[src/rtl/hazard_pkg.sv]
// Shared constants, FSM state type and width helper for the
// hazard and forwarding controller.
package hazard_pkg;

   localparam logic [1:0] FWD_RF  = 2'b00;
   localparam logic [1:0] FWD_MEM = 2'b01;
   localparam logic [1:0] FWD_WB  = 2'b10;

   typedef enum logic {
      IDLE = 1'b0,
      BUSY = 1'b1
   } state_t;

   // A latency of 2 still needs a 1-bit counter to hold zero.
   function automatic int cnt_width(input int lat);
      return (lat > 2) ? $clog2(lat) : 1;
   endfunction

endpackage

[src/rtl/fwd_src_sel.sv]
// Bypass select for one EX source operand: MEM beats WB,
// and x0 never forwards.
module fwd_src_sel
   import hazard_pkg::*;
#(
   parameter int ADDR_W = 5
) (
   input  logic [ADDR_W-1:0] rs,
   input  logic [ADDR_W-1:0] rd_mem,
   input  logic [ADDR_W-1:0] rd_wb,
   input  logic              reg_write_mem,
   input  logic              reg_write_wb,
   output logic [1:0]        sel
);

   logic hit_mem;
   logic hit_wb;

   assign hit_mem = reg_write_mem && (rd_mem != '0) && (rs == rd_mem);
   assign hit_wb  = reg_write_wb  && (rd_wb  != '0) && (rs == rd_wb);

   always_comb begin
      sel = FWD_RF;
      if (hit_mem)
         sel = FWD_MEM;
      else if (hit_wb)
         sel = FWD_WB;
   end

endmodule

[src/rtl/hazard_forward_unit.sv]
// Pipeline hazard controller: operand bypass selects, load-use
// and branch bubbles, mul/div stall FSM and stall counter.
module hazard_forward_unit
   import hazard_pkg::*;
#(
   parameter int REG_ADDR_W = 5,
   parameter int NUM_SRC    = 2,
   parameter int MULDIV_LAT = 4,
   parameter int CNT_W      = 16
) (
   input  logic                          clk,
   input  logic                          reset,
   input  logic [NUM_SRC*REG_ADDR_W-1:0] rs_id,
   input  logic [NUM_SRC*REG_ADDR_W-1:0] rs_ex,
   input  logic [REG_ADDR_W-1:0]         rd_ex,
   input  logic [REG_ADDR_W-1:0]         rd_mem,
   input  logic [REG_ADDR_W-1:0]         rd_wb,
   input  logic                          MemRead_ex,
   input  logic                          RegWrite_mem,
   input  logic                          RegWrite_wb,
   input  logic                          muldiv_start_ex,
   input  logic                          branch_taken_ex,
   output logic [NUM_SRC*2-1:0]          fwd_sel,
   output logic                          stall_if,
   output logic                          stall_id,
   output logic                          stall_ex,
   output logic                          flush_id,
   output logic                          flush_ex,
   output logic                          muldiv_done,
   output logic [CNT_W-1:0]              stall_cycles
);

   localparam int CW = cnt_width(MULDIV_LAT);

   state_t          state;
   logic [CW-1:0]   cnt;
   logic [NUM_SRC*2-1:0] fwd_raw;
   logic            load_use;
   logic            md_stall;
   logic            md_last;

   for (genvar i = 0; i < NUM_SRC; i++) begin : g_src
      fwd_src_sel #(
         .ADDR_W(REG_ADDR_W)
      ) u_sel (
         .rs           (rs_ex[i*REG_ADDR_W +: REG_ADDR_W]),
         .rd_mem       (rd_mem),
         .rd_wb        (rd_wb),
         .reg_write_mem(RegWrite_mem),
         .reg_write_wb (RegWrite_wb),
         .sel          (fwd_raw[i*2 +: 2])
      );
   end

   always_comb begin
      load_use = 1'b0;
      if (MemRead_ex && (rd_ex != '0)) begin
         for (int i = 0; i < NUM_SRC; i++) begin
            if (rs_id[i*REG_ADDR_W +: REG_ADDR_W] == rd_ex)
               load_use = 1'b1;
         end
      end
   end

   assign md_stall = ((state == IDLE) && muldiv_start_ex)
                  || ((state == BUSY) && (cnt != '0));
   assign md_last  = (state == BUSY) && (cnt == '0);

   always_comb begin
      fwd_sel     = '0;
      stall_if    = 1'b0;
      stall_id    = 1'b0;
      stall_ex    = 1'b0;
      flush_id    = 1'b0;
      flush_ex    = 1'b0;
      muldiv_done = 1'b0;
      if (!reset) begin
         fwd_sel     = fwd_raw;
         muldiv_done = md_last;
         // A discarded ID instruction cannot cause a load-use stall.
         if (md_stall) begin
            stall_if = 1'b1;
            stall_id = 1'b1;
            stall_ex = 1'b1;
         end else if (branch_taken_ex) begin
            flush_id = 1'b1;
            flush_ex = 1'b1;
         end else if (load_use) begin
            stall_if = 1'b1;
            stall_id = 1'b1;
            flush_ex = 1'b1;
         end
      end
   end

   always_ff @(posedge clk) begin
      if (reset) begin
         state <= IDLE;
         cnt   <= '0;
      end else begin
         unique case (state)
            IDLE: begin
               if (muldiv_start_ex) begin
                  state <= BUSY;
                  cnt   <= CW'(MULDIV_LAT - 2);
               end
            end
            BUSY: begin
               if (cnt == '0)
                  state <= IDLE;
               else
                  cnt <= cnt - 1'b1;
            end
            default: state <= IDLE;
         endcase
      end
   end

   always_ff @(posedge clk) begin
      if (reset)
         stall_cycles <= '0;
      else if (stall_if && (stall_cycles != '1))
         stall_cycles <= stall_cycles + 1'b1;
   end

endmodule
[config.mk]
export PLATFORM = sky130hd
export DESIGN_NAME = hazard_forward_unit
export DESIGN_NICKNAME = d
export VERILOG_FILES = /design/src/rtl/hazard_pkg.sv /design/src/rtl/fwd_src_sel.sv /design/src/rtl/hazard_forward_unit.sv
export SDC_FILE = /design/constraint.sdc
export NUM_CORES = 1
export LEC_CHECK = 0
export ABC_AREA = 1
export BUFFER_PORTS_ARGS = -buffer_cell sky130_fd_sc_hd__buf_4
export CAP_MARGIN = 20
export CELL_PAD_IN_SITES_DETAIL_PLACEMENT = 1
export CELL_PAD_IN_SITES_GLOBAL_PLACEMENT = 1
export CORE_MARGIN = 3
export CORE_UTILIZATION = 32
export CTS_CLUSTER_SIZE = 8
export DETAILED_ROUTE_END_ITERATION = 7
export HOLD_SLACK_MARGIN = 0.02
export PLACE_DENSITY = 0.87
export SLEW_MARGIN = 10
export SYNTH_ARGS = -nofsm -noshare
export SYNTH_HDL_FRONTEND = slang
export SYNTH_HIERARCHICAL = 1
export SYNTH_SLANG_ARGS = --single-unit
export TNS_END_PERCENT = 100
[constraint.sdc]
create_clock -name clk -period 1.9 [get_ports clk]
set_input_delay 0 -clock clk [delete_from_list [all_inputs] [get_ports clk]]
set_output_delay 0 -clock clk [all_outputs]
set_load 0.05 [all_outputs]
---- After elaboration in Yosys (flattened, before gate mapping) ----
Cells that the tools add are included.
word-level totals
  register bits after elaboration ......... 19
  input bits .............................. 42
  word-level logic and storage cells ...... 60
cells by class
  add/sub/neg operators ................... 2
  equality and inequality tests ........... 9
  muxes and demuxes ....................... 27
  bitwise gates (word level) .............. 1
  reductions and logical operators ........ 18
operators with widths
  cell                                                                 count
  5-bit == test                                                        6
  1-bit two-way mux                                                    18
  16-bit by 1-bit adder with 16-bit output (second input constant)     1
  16-bit != test (second input constant)                               1
  5-bit nonzero test                                                   3
  2-bit two-way mux                                                    6
  1-bit logical AND                                                    11
  4-bit two-way mux                                                    1
  2-bit != test (second input constant)                                2
  2-bit one-hot mux with 2 select lines                                1
  2-bit zero test                                                      1
  1-bit one-hot mux with 2 select lines                                1
  2-bit AND reduction                                                  1
  2-bit nonzero test                                                   1
  2-bit by 1-bit subtractor with 2-bit output (second input constant)  1
  1-bit logical OR                                                     1
  1-bit NOT                                                            1

---- Logic depth before layout (Yosys ltp) ----
Gate-level depths: netlist (run 1).
  depth after elaboration ................. 9
  depth in mapped cells ................... 12

---- Modules after synthesis ----
Netlist (run 1), hierarchy kept.
modules (own cells, without submodules)
  module               instances  cells an instance  area an instance (sq um)
  hazard_forward_unit  1          220                1,362.6
  fwd_src_sel          2          51                 219.0

---- Least setup slack after synthesis (run 1) ----
OpenSTA, ideal clock, no wires.
  path kind ............................... register to register
  start point ............................. register cnt[0]
  end point ............................... register stall_cycles[1]
  library setup time ...................... 0.071 ns
  data arrival time ....................... 2.295 ns
  data required time ...................... 1.829 ns
  setup slack ............................. -0.465 ns
  stages on the path, launching flop included .. 11
  path buffers ............................ 1
  cells stage by stage .................... dfxtp_1 > inv_1 > ha_1 > nand2_1 > o21ai_1 > nor2_1 > inv_1 > nand2_2 > buf_2 > nand3_1 > a21oi_1
on the way
  word-level cells in the longest chain between the ends .. 6
ends and longest elaborated chain
  what                            RTL line                    text
  start, declared                 hazard_forward_unit.sv:36   logic [CW-1:0] cnt;
  start signal, assigned          hazard_forward_unit.sv:105  cnt <= CW'(MULDIV_LAT - 2);
  start signal, assigned          hazard_forward_unit.sv:112  cnt <= cnt - 1'b1;
  2-bit nonzero test              hazard_forward_unit.sv:66   || ((state == BUSY) && (cnt != '0));
  1-bit logical AND               hazard_forward_unit.sv:66
  1-bit logical OR                hazard_forward_unit.sv:66
  1-bit two-way mux (2 in a row)  n/a
  net stall_id                    hazard_forward_unit.sv:25   output logic stall_id,
  1-bit logical AND               hazard_forward_unit.sv:122  else if (stall_if && (stall_cycles != '1))
  end signal, assigned            hazard_forward_unit.sv:123  stall_cycles <= stall_cycles + 1'b1;
  end, declared                   hazard_forward_unit.sv:30   output logic [CNT_W-1:0] stall_cycles
The timed path passes the listed nets, and every way through them passes these cells.
A chain may end at the register's enable or synchronous reset.

---- Worst setup path after layout (run 1) ----
  start point ............................. register cnt[0]
  end point ............................... output stall_id
on the way
  word-level cells in the longest chain between the ends .. 5
ends and longest elaborated chain
  what                RTL line                   text
  2-bit nonzero test  hazard_forward_unit.sv:66
  1-bit logical AND   hazard_forward_unit.sv:66
  1-bit logical OR    hazard_forward_unit.sv:66
  1-bit two-way mux   hazard_forward_unit.sv:81  if (md_stall) begin
  1-bit two-way mux   hazard_forward_unit.sv:77  if (!reset) begin
  end, declared       hazard_forward_unit.sv:25
No other way between the ends.

==> key figures, run 1 <==
Synth
  • Mapped Area: 1800 um^2
  • Syn Nets: between 300 and 400
  • Yosys warns: 6
  • Number of synthesized flops with an enable pin: 0
  • Avg Inst Size Synth: ~5.6 um^2
  • Sequential fraction of the synthesis area: 0.211
  • Syn Inst Count: 322
  • FFs w/ async S/R, synth: 0
  • Most common flop cell mapped by yosys: dfxtp_1
  • FF+latch count, synth: 19
  • Unique masters post-synth: 24

Critical path
  • R2r endpoint: stall_cycles[11]$_SDFFE_PP0P_
  • CP max FO: 11
  • CP arrival: ~1700 ps
  • CP Capture Type: output port
  • Worst path cell trace: inv_1 > ha_1 > nand2_1 > o21ai_1 > nor2_4 > inv_1 > nand2_4 > buf_4
  • R2R depth: 11
  • Worst reg2reg startpoint: cnt[0]$_SDFFE_PP0P_
  • Kind of critical path: flop to output port
  • Worst path slowest cell: dfxtp_1
  • R2R Setup Slk: around 210 ps
  • CP required: approximately 1900 ps
  • Type of origin of the critical path: flop
  • CP dominant cell by count: inv_1
  • Max incr delay on CP: 340 ps

STA
  • RSZ-0062 raised after global routing: no
  • Fin Setup TNS: 0 ps
  • Max Slew Vio Count: 0
  • Final period util: 0.911
  • Fin. Hold Viols: 0
  • Worst Clk Skew: about 9.8 ps
  • Final min period: between 1500 and 2000 ps
  • Max_slew headroom: 0.721
  • Final setup fails: 0
  • Worst-Margin Slew: approximately 420 ps
  • Peak Freq: 578 MHz

Clocking
  • Clk sinks: 19
  • Largest buffer count on any clock path: 2
  • CTS tree: yes
  • Reg clk slew, reported paths: 80 ps
  • Post-CTS setup buffer count: 0
  • # H-tree levels: 1
  • CTS Root Cell: clkbuf_8
  • CTS Buf Count: 3
  • Worst skew pair latency: 270 ps

Route
  • Drt wl/cell: ~13 um
  • Detail Route Antenna Nets: 0
  • Final wirelength: between 5000 and 6000 um
  • Routed met2 length: between 2000 and 3000 um
  • Met3 Wirelength: 199 um
  • DR vias: between 2000 and 2500
  • DRC viols: 0
  • Vias per inst: about 4.7
  • Met1 WL: about 2500 um
  • Initial DRC Count: 83
  • DRT Pass-1 Iters: 4
  • Max layer used: met4

Floorplanning
  • Starting Density: 0.342
  • Die X: between 80 and 90 um
  • DIE HEIGHT: approximately 80 um
  • Num ports: between 60 and 70
  • Die area: 6560 um^2
  • Core Box Area: about 5300 um^2
  • Rows: 26

Finish
  • Nets: roughly 430
  • # diodes: 0
  • Filler instances: between 700 and 800
  • Layout cell share with drive strength beyond 1: 0.257
  • Post-layout util: 0.464
  • Layout Cells excl Fill: roughly 460
  • Area Overhead vs Synth: 35.9%

Global routing
  • Gr ovfl total: 0
  • First-pass GRT wire length: approximately 9700 um
  • Initial antenna violation count: 0
  • Overall Global Routing Usage: 0.184
  • Largest net degree at the start of global routing: 22
  • Vias in the first global route: about 2300

Hold path
  • Worst Hold Depth: 2
  • WHS Endpoint: stall_cycles[10]$_SDFFE_PP0P_
  • Worst Hold Class: input port to flop
  • Min-delay src: reset

Place
  • Dpl cells: roughly 460
  • Placer Congestion: ~0.83
  • Port Buffer Count: 67
  • Post-DP HPWL: ~4800 um

Status
  • Status: complete, no violations

Power and ir drop
  • Maximum vdd ir drop: 0.195 mV
  • Pleak: between 1 and 1.5 nW
  • Pwr Density: approximately 440 nW/um^2
  • Total power draw: roughly 1.1 mW

Job
  • Max-Cap Viols: 0
-- layout by cell type (no fill, tap or decap), drive strengths merged, types with 3 or more instances in the layout --
master	count
nand2	97
buf	72
inv	60
nor2	48
nand3	35
a21oi	20
dfxtp	19
xor2	11
o21ai	9
nor3	5
xnor2	3
clkbuf	3
-- worst max-delay path, delay by kind of cell, from the launching register on --
family | cells | cell delay, ps
AND/OR/NAND/NOR | 3 | 390
buffers and inverters | 3 | 380
flip-flops | 1 | 340
adder cells (fa/ha/maj) | 1 | 210
AO/OA/AOI/OAI | 1 | 160
-- layout make-up --
cell class                      instances  area (um^2)  share of cell area
Multi-Input combinational cell        234         1150               0.472
Timing Repair Buffer                   72          553               0.226
Sequential cell                        19          380               0.155
Inverter                               60          225              0.0921
Tap cell                               70         87.6              0.0358
Clock buffer                            3         41.3              0.0169
Clock inverter                          1         5.00             0.00205
-- power breakdown --
| group | switching (mW) | total [mW] | internal, mW |
|---|---|---|---|
| sequential | 0.00951 | 0.418 | 0.409 |
| combinational | 0.223 | 0.368 | 0.145 |
| clock | 0.147 | 0.293 | 0.146 |
| total | 0.380 | 1.08 | 0.700 |
-- synthesized netlist by cell type, types with 4 or more instances --
| cell | count | area share |
|---|---|---|
| nand2_2 | 4 | 0.014 |
| nor3_1 | 5 | 0.014 |
| dfxtp_1 | 19 | 0.21 |
| nand3_1 | 30 | 0.083 |
| o21ai_0 | 6 | 0.017 |
| xor2_1 | 11 | 0.054 |
| buf_4 | 4 | 0.017 |
| nand2_1 | 93 | 0.19 |
| inv_1 | 49 | 0.10 |
| inv_2 | 11 | 0.023 |
| a21oi_1 | 20 | 0.056 |
| nor2_1 | 45 | 0.094 |
-- per-stage QoR --
step                hold slack (ps)  setup WS (ps)  instance area, um^2
floorplan                      62.7           47.8                 1810
detailed placement              371            118                 2390
CTS                            99.2           99.4                 2440
finish                         96.3            169                 2450
global route                    115           15.3                 2450
global placement                354            266                 2390
-- cells by family (layout without fill, tap and decap cells) --
logic type | after synthesis | count (layout) | synth area share
AND/OR/NAND/NOR | 187 | 187 | 0.460
buffers and inverters | 69 | 136 | 0.158
adder cells (fa/ha/maj) | 2 | 2 | 0.0139
XOR/XNOR | 14 | 14 | 0.0681
flip-flops | 19 | 19 | 0.211
AO/OA/AOI/OAI | 31 | 31 | 0.0889
-- how the worst max path moves through the flow --
stage | start | end
4_1_cts | cnt[0]$_SDFFE_PP0P_ | stall_id
3_5_place_dp | cnt[0]$_SDFFE_PP0P_ | stall_cycles[3]$_SDFFE_PP0P_
3_3_place_gp | stall_cycles[0]$_SDFFE_PP0P_ | stall_cycles[8]$_SDFFE_PP0P_
2_1_floorplan | stall_cycles[5]$_SDFFE_PP0P_ | stall_cycles[0]$_SDFFE_PP0P_
6_report | cnt[0]$_SDFFE_PP0P_ | stall_id
5_1_grt | cnt[0]$_SDFFE_PP0P_ | stall_cycles[4]$_SDFFE_PP0P_
-- flip-flops by register name (all words and copies together), names as in the netlist --
| signal | count |
|---|---|
| stall_cycles | 16 |
| cnt | 2 |
| state | 1 |
-- metal layers --
| metal | up-vias | track usage |
|---|---|---|
| met5 | - | 0 |
| met4 | 0 | 0.0389 |
| met3 | 4 | 0.0211 |
| met2 | 42 | 0.351 |
| met1 | 1005 | 0.219 |
| li1 | 1116 | - |
-- what timing repair did --
| action | 4_1_cts | 5_1_grt |
|---|---|---|
| resized for setup | 0 | 2 |
| endpoints found under the setup margin | 0 | 17 |
| hold buffers | 0 | 0 |
Power figures use the tool's default switching activity.
==> inputs of run 2 (changes only) <==
Clock period 1.9 ns to 1.76 ns, I/O delays scaled along.
==> key figures, run 2 (same netlist as run 1, synthesis figures left out) <==
STA
  • Max Slew Vio Count: 0 (unchanged)
  • Final period util: 0.928
  • Fin. Hold Viols: 0 (unchanged)
  • Fin Setup TNS: 0 ps (unchanged)
  • Final setup fails: 0 (unchanged)
  • Peak Freq: between 600 and 700 MHz
  • Hold_ws: 39.4 ps (was 96.3 ps)
  • Setup ws final: 127 ps (was 169 ps)
  • RSZ-0062 raised after global routing: yes (was no)
  • Worst-Margin Slew: 312 ps (was 415 ps)
  • Max_slew headroom: 0.790 (was 0.721)
  • Final min period: 1630 ps
  • Worst Clk Skew: 6.84 ps (was 9.79 ps)

Critical path
  • CP required: 1760 ps (was 1900 ps)
  • Kind of critical path: flop to output port (unchanged)
  • Type of origin of the critical path: flop (unchanged)
  • CP Capture Type: output port (unchanged)
  • CP max FO: 5 (was 11)
  • CP arrival: 1630 ps (was 1730 ps)

Route
  • Drt wl/cell: 12.8 um (was 12.5 um)
  • Initial DRC Count: 47 (was 83)
  • DRT Pass-1 Iters: 4 (unchanged)
  • DRC viols: 0 (unchanged)
  • Vias per inst: 4.79 (was 4.72)
  • DR vias: 2212 (was 2167)
  • Detail Route Antenna Nets: 0 (unchanged)
  • Final wirelength: 5900 um (was 5740 um)

Global routing
  • First-pass GRT wire length: 9520 um (was 9650 um)
  • Overall Global Routing Usage: 0.177 (was 0.184)
  • Initial antenna violation count: 0 (unchanged)
  • Largest net degree at the start of global routing: 22 (unchanged)
  • Gr ovfl total: 0 (unchanged)
  • Vias in the first global route: 2178 (was 2254)

Power and ir drop
  • Pleak: 1.32 nW (was 1.30 nW)
  • Maximum vdd ir drop: 0.255 mV (was 0.195 mV)
  • Pwr Density: 474 nW/um^2 (was 441 nW/um^2)

Finish
  • Commonest non-fill, non-tap cells in the layout: 93 x nand2_1, 73 x buf_4, 49 x inv_1 (was 93 x nand2_1, 71 x buf_4, 49 x inv_1)
  • Commonest non-fill, non-tap cell in the layout: nand2_1 (unchanged)
  • Fin area: 2480 um^2 (was 2450 um^2)
  • Max reg flops: 16 (unchanged)
  • Top reg by flops: stall_cycles (unchanged)
  • Biggest registers after layout: stall_cycles (16), cnt (2), state (1) (unchanged)
  • # diodes: 0 (unchanged)
  • Area Overhead vs Synth: 38.0% (was 35.9%)
  • Nets: 437 (was 434)
  • Layout Cells excl Fill: 462 (was 459)
  • Layout cell share with drive strength beyond 1: 0.288 (was 0.257)

Place
  • Post-DP HPWL: 4670 um (was 4770 um)
  • Port Buffer Count: 67 (unchanged)
  • Placed cell area: 2400 um^2 (was 2390 um^2)
  • Pre-CTS WS: -3.35 ps (was 118 ps)
  • Placer Congestion: 0.822 (was 0.828)
  • Dpl cells: 456 (was 455)

Clocking
  • CTS Root Cell: clkbuf_8 (unchanged)
  • CTS tree: yes (unchanged)
  • # H-tree levels: 1 (unchanged)
  • Hold_buf cts: 0 (unchanged)
  • Clk sinks: 19 (unchanged)
  • Reg clk slew, reported paths: 80 ps (about the same)
  • Largest buffer count on any clock path: 2 (unchanged)
  • Worst skew pair latency: 260 ps (was 270 ps)
  • CTS Buf Count: 3 (unchanged)

Floorplanning
  • Die X: 81.0 um (unchanged)
  • Num ports: 68 (unchanged)
  • DIE HEIGHT: 81.0 um (unchanged)
  • Die area: 6560 um^2 (unchanged)
  • Starting Density: 0.342 (unchanged)
  • Core Box Area: 5270 um^2 (unchanged)
  • Rows: 26 (unchanged)

Hold path
  • Worst Hold Class: input port to flop (unchanged)

Status
  • Status: complete, no violations (unchanged)

Job
  • Max-Cap Viols: 0 (unchanged)
==> run 2: cell types whose count changed in the layout (fill, tap and decap cells not counted), sizes merged <==
| cell | before | now |
|---|---|---|
| buf | 72 | 74 |
| nand2 | 97 | 98 |
==> run 2: stage by stage <==
step / util / total power, mW
after floorplan: - / 0.703
after global placement: 0.455 / 0.840
after detailed placement: 0.455 / 0.854
after CTS: 0.465 / 1.17
after global routing: 0.472 / 1.25
final: 0.472 / 1.18
==> run 2: area by class of cell <==
class,instances,area (um^2)
multi-input combinational,235,1170
timing repair buffer,74,563
fill,750,2790
clock inverter,1,5.00
tap,70,87.6
inverter,60,225
clock buffer,3,41.3
sequential,19,389
==> run 2: report_power, final <==
part           switching, mW  internal (mW)  total [mW]  leakage, nW
combinational          0.244          0.158       0.402         1.14
clock                  0.166          0.158       0.324       0.0255
sequential            0.0106          0.442       0.452        0.157
==> run 2: repair_timing <==
action                                 CTS  global route
gates resized for setup                  1             5
buffers inserted                         0             1
cloned                                   0             1
setup endpoints to repair                4            17
endpoints found under the hold margin    0             0
pin swaps                                0             1
==> run 2: routing by layer <==
layer | global-route usage | wire length [um] | vias up
met5 | 0 | 0 | -
met2 | 0.328 | 3050 | 54
met4 | 0.0338 | 47 | 0
li1 | - | - | 1120
met1 | 0.220 | 2490 | 1032
met3 | 0.0222 | 311 | 6
==> run 2: critical path, cell delays in order, from the launching register on <==
cell	delay (ps)
dfxtp_1	330
inv_1	60
ha_1	210
nand2_1	100
o21ai_2	100
nor2_4	130
inv_1	90
nand2_4	120
buf_4	220
==> run 2: path summary, 6_finish.rpt <==
path	slack, ps	from	cells after the start	endpoint
worst max-delay path	130	cnt[0]$_SDFFE_PP0P_	8	stall_id
worst min register to register	490	cnt[1]$_SDFFE_PP0P_	2	cnt[1]$_SDFFE_PP0P_
worst min-delay path	40	muldiv_start_ex	3	state$_SDFF_PP0_
worst max register to register	140	stall_cycles[3]$_SDFFE_PP0P_	9	stall_cycles[9]$_SDFFE_PP0P_
==> inputs of run 3 (changes only) <==
Settings changed: ABC_AREA 1 to default, PLACE_DENSITY 0.87 to 0.86.
==> key figures, run 3 <==
Critical path
  • CP arrival: 2080 ps (was 1630 ps)
  • Kind of critical path: flop to flop (was flop to output port)
  • CP required: 1950 ps (was 1760 ps)
  • R2r endpoint: stall_cycles[10]$_SDFFE_PP0P_ (was stall_cycles[9]$_SDFFE_PP0P_)
  • R2R Setup Slk: -130 ps (was 140 ps)
  • CP max FO: 24 (was 5)
  • Type of origin of the critical path: flop (unchanged)
  • Worst reg2reg startpoint: cnt[1]$_SDFFE_PP0P_ (was stall_cycles[3]$_SDFFE_PP0P_)
  • CP Capture Type: flop (was output port)
  • R2R depth: 9 (unchanged)

STA
  • Setup ws final: -127 ps (was 127 ps)
  • Worst-Margin Slew: 332 ps (was 312 ps)
  • Final setup fails: 13 (was 0)
  • Fin. Hold Viols: 0 (unchanged)
  • Max Slew Vio Count: 0 (unchanged)
  • Peak Freq: 530 MHz (was 612 MHz)
  • Worst Clk Skew: 1.05 ps (was 6.84 ps)
  • Max_slew headroom: 0.776 (was 0.790)
  • Final min period: 1890 ps (was 1630 ps)
  • RSZ-0062 raised after global routing: yes (unchanged)
  • Final period util: 1.07 (was 0.928)

Floorplanning
  • Starting Density: 0.345 (was 0.342)
  • DIE HEIGHT: 73.1 um (was 81.0 um)
  • Num ports: 68 (unchanged)
  • Core Box Area: 4170 um^2 (was 5270 um^2)
  • Die area: 5340 um^2 (was 6560 um^2)
  • Rows: 23 (was 26)
  • Die X: 73.1 um (was 81.0 um)

Hold path
  • WHS Endpoint: stall_cycles[10]$_SDFFE_PP0P_ (was state$_SDFF_PP0_)
  • Worst Hold Class: input port to flop (unchanged)
  • Worst Hold Depth: 3 (unchanged)
  • Min-delay src: reset (was muldiv_start_ex)

Synth
  • Yosys warns: 6 (unchanged)
  • Sequential fraction of the synthesis area: 0.264 (was 0.211)
  • Most frequent cell after synthesis: dfxtp_1 (was nand2_1)
  • FF+latch count, synth: 19 (unchanged)
  • FFs w/ async S/R, synth: 0 (unchanged)
  • Largest area contributor in the netlist: dfxtp_1 (unchanged)
  • Area contributors post-synth: dfxtp_1 26%, xor2_1 9.7%, xnor2_1 6.1%, or4_1 4.7%, nand2_1 4.4% (was dfxtp_1 21%, nand2_1 19%, inv_1 10%, nor2_1 9.4%, nand3_1 8.3%)
  • Area share of the largest cell type after synthesis: 0.264 (was 0.211)
  • Avg Inst Size Synth: 7.91 um^2 (was 5.59 um^2)
  • Number of synthesized flops with an enable pin: 0 (unchanged)
  • Syn Nets: 226 (was 366)
  • Syn Inst Count: 182 (was 322)
  • Most common flop cell mapped by yosys: dfxtp_1 (unchanged)
  • Unique masters post-synth: 37 (was 24)
  • Mapped Area: 1440 um^2 (was 1800 um^2)
  • Commonest cells in the netlist: 19 x dfxtp_1, 17 x nand2_1, 16 x xor2_1, 12 x a21oi_1, 11 x nor2_1 (was 93 x nand2_1, 49 x inv_1, 45 x nor2_1, 30 x nand3_1, 20 x a21oi_1)

Finish
  • Top reg by flops: stall_cycles (unchanged)
  • Biggest registers after layout: stall_cycles (16), cnt (2), state (1) (unchanged)
  • Commonest non-fill, non-tap cells in the layout: 89 x buf_4, 16 x xor2_1, 16 x nand2_1 (was 93 x nand2_1, 73 x buf_4, 49 x inv_1)
  • Nets: 314 (was 437)
  • Max reg flops: 16 (unchanged)
  • Layout Cells excl Fill: 319 (was 462)
  • # diodes: 0 (unchanged)
  • Layout cell share with drive strength beyond 1: 0.509 (was 0.288)
  • Filler instances: 492 (was 750)
  • Commonest non-fill, non-tap cell in the layout: buf_4 (was nand2_1)
  • Area Overhead vs Synth: 64.3% (was 38.0%)

Clocking
  • CTS Buf Count: 3 (unchanged)
  • Hold_buf cts: 0 (unchanged)
  • CTS tree: yes (unchanged)
  • Clk sinks: 19 (unchanged)
  • Worst skew pair latency: 260 ps (about the same)
  • CTS Root Cell: clkbuf_8 (unchanged)
  • # H-tree levels: 1 (unchanged)
  • Largest buffer count on any clock path: 2 (unchanged)
  • Reg clk slew, reported paths: 70 ps (was 80 ps)

Power and ir drop
  • Total power draw: 1.11 mW (was 1.18 mW)
  • Pwr Density: 467 nW/um^2 (was 474 nW/um^2)
  • Maximum vdd ir drop: 0.211 mV (was 0.255 mV)
  • Pleak: 0.982 nW (was 1.32 nW)

Job
  • Max-Cap Viols: 0 (unchanged)

Route
  • Vias per inst: 5.50 (was 4.79)
  • DRC viols: 0 (unchanged)
  • Initial DRC Count: 76 (was 47)
  • Drt wl/cell: 15.5 um (was 12.8 um)
  • DR vias: 1755 (was 2212)
  • Final wirelength: 4940 um (was 5900 um)
  • Detail Route Antenna Nets: 0 (unchanged)
  • DRT Pass-1 Iters: 4 (unchanged)

Status
  • Failing checks: setup timing
  • Status: finished, violations left (was complete, no violations)

Global routing
  • Vias in the first global route: 1783 (was 2178)
  • First-pass GRT wire length: 8100 um (was 9520 um)
  • Overall Global Routing Usage: 0.189 (was 0.177)
  • Initial antenna violation count: 0 (unchanged)
  • Largest net degree at the start of global routing: 25 (was 22)
  • Gr ovfl total: 0 (unchanged)

Place
  • Port Buffer Count: 67 (unchanged)
  • Post-DP HPWL: 3800 um (was 4670 um)
  • Placer Congestion: 0.744 (was 0.822)
  • Dpl cells: 311 (was 456)
==> run 3: changes by cell type after synthesis, moves of 7 or more <==
cell and change:
xnor2_1 +7, nand3_1 -23, a21oi_1 -8, inv_2 -10, nor2_1 -34, o31ai_1 +7
or4_1 +9, nand2_1 -76, inv_1 -40
==> run 3: timing repair <==
| item | in CTS | in global routing |
|---|---|---|
| buffers inserted | 1 | 1 |
| pin swaps | 0 | 1 |
| endpoints found under the setup margin | 18 | 18 |
| cloned | 2 | 0 |
| resized for setup | 10 | 5 |
==> run 3: where the power goes <==
part           total, mW  internal, mW  switching [mW]
sequential         0.443         0.434         0.00861
combinational      0.351         0.164           0.188
clock              0.311         0.161           0.150
total               1.11         0.759           0.346
==> run 3: cell families after synthesis <==
| logic type | count (synthesis) | synth area share |
|---|---|---|
| simple gates | 75 | 0.286 |
| compound gates | 38 | 0.199 |
| xor+xnor | 26 | 0.158 |
| buf+inv | 20 | 0.0617 |
| flops | 19 | 0.264 |
| mux | 2 | 0.0139 |
| fa+ha+maj | 2 | 0.0174 |
==> run 3: worst max-delay path, stage by stage (launching register included) <==
cell      delay, ps
dfxtp_2         330
inv_1            60
ha_4            160
nand2b_4        140
o21ai_4          60
nand2_2          70
o41a_1          140
buf_12          170
or4_1           540
a21oi_2         140
==> run 3: worst max path at each step <==
stage | start | cells past startpoint | endpoint
final | cnt[1]$_SDFFE_PP0P_ | 9 | stall_cycles[10]$_SDFFE_PP0P_
after global routing | cnt[0]$_SDFFE_PP0P_ | 9 | stall_cycles[10]$_SDFFE_PP0P_
after CTS | cnt[0]$_SDFFE_PP0P_ | 9 | stall_cycles[10]$_SDFFE_PP0P_
after detailed placement | rd_ex[2] | 8 | stall_cycles[10]$_SDFFE_PP0P_
after global placement | rd_ex[2] | 8 | stall_cycles[10]$_SDFFE_PP0P_
after floorplan | stall_cycles[10]$_SDFFE_PP0P_ | 8 | stall_cycles[2]$_SDFFE_PP0P_
==> run 3: final cells by class <==
type / instances / area [um^2] / share of cell area
Clock buffer: 4 / 45.0 / 0.0190
Inverter: 10 / 37.5 / 0.0159
Multi-Input combinational cell: 145 / 1120 / 0.472
Sequential cell: 19 / 404 / 0.171
Tap cell: 50 / 62.6 / 0.0264
Timing Repair Buffer: 91 / 699 / 0.296
==> run 3: routing by layer <==
layer | global-route usage | routed length [um] | vias up | share of wire
met5 | 0 | 0 | - | 0
met1 | 0.226 | 2060 | 827 | 0.42
li1 | - | - | 849 | -
met4 | 0.0615 | 60 | 0 | 0.012
met2 | 0.333 | 2440 | 73 | 0.49
met3 | 0.0399 | 375 | 6 | 0.076
==> run 3: stage by stage <==
step / TNS (ps) / setup WS [ps] / util / area [um^2] / hold WS [ps]
after floorplan: -457 / -72.6 / - / 1550 / 230
after global placement: -1150 / -140 / 0.531 / 2210 / 350
after detailed placement: -1840 / -193 / 0.531 / 2210 / 347
after CTS: -934 / -112 / 0.558 / 2330 / 173
after global routing: -2380 / -198 / 0.567 / 2370 / 183
final: -1000 / -127 / 0.567 / 2370 / 163
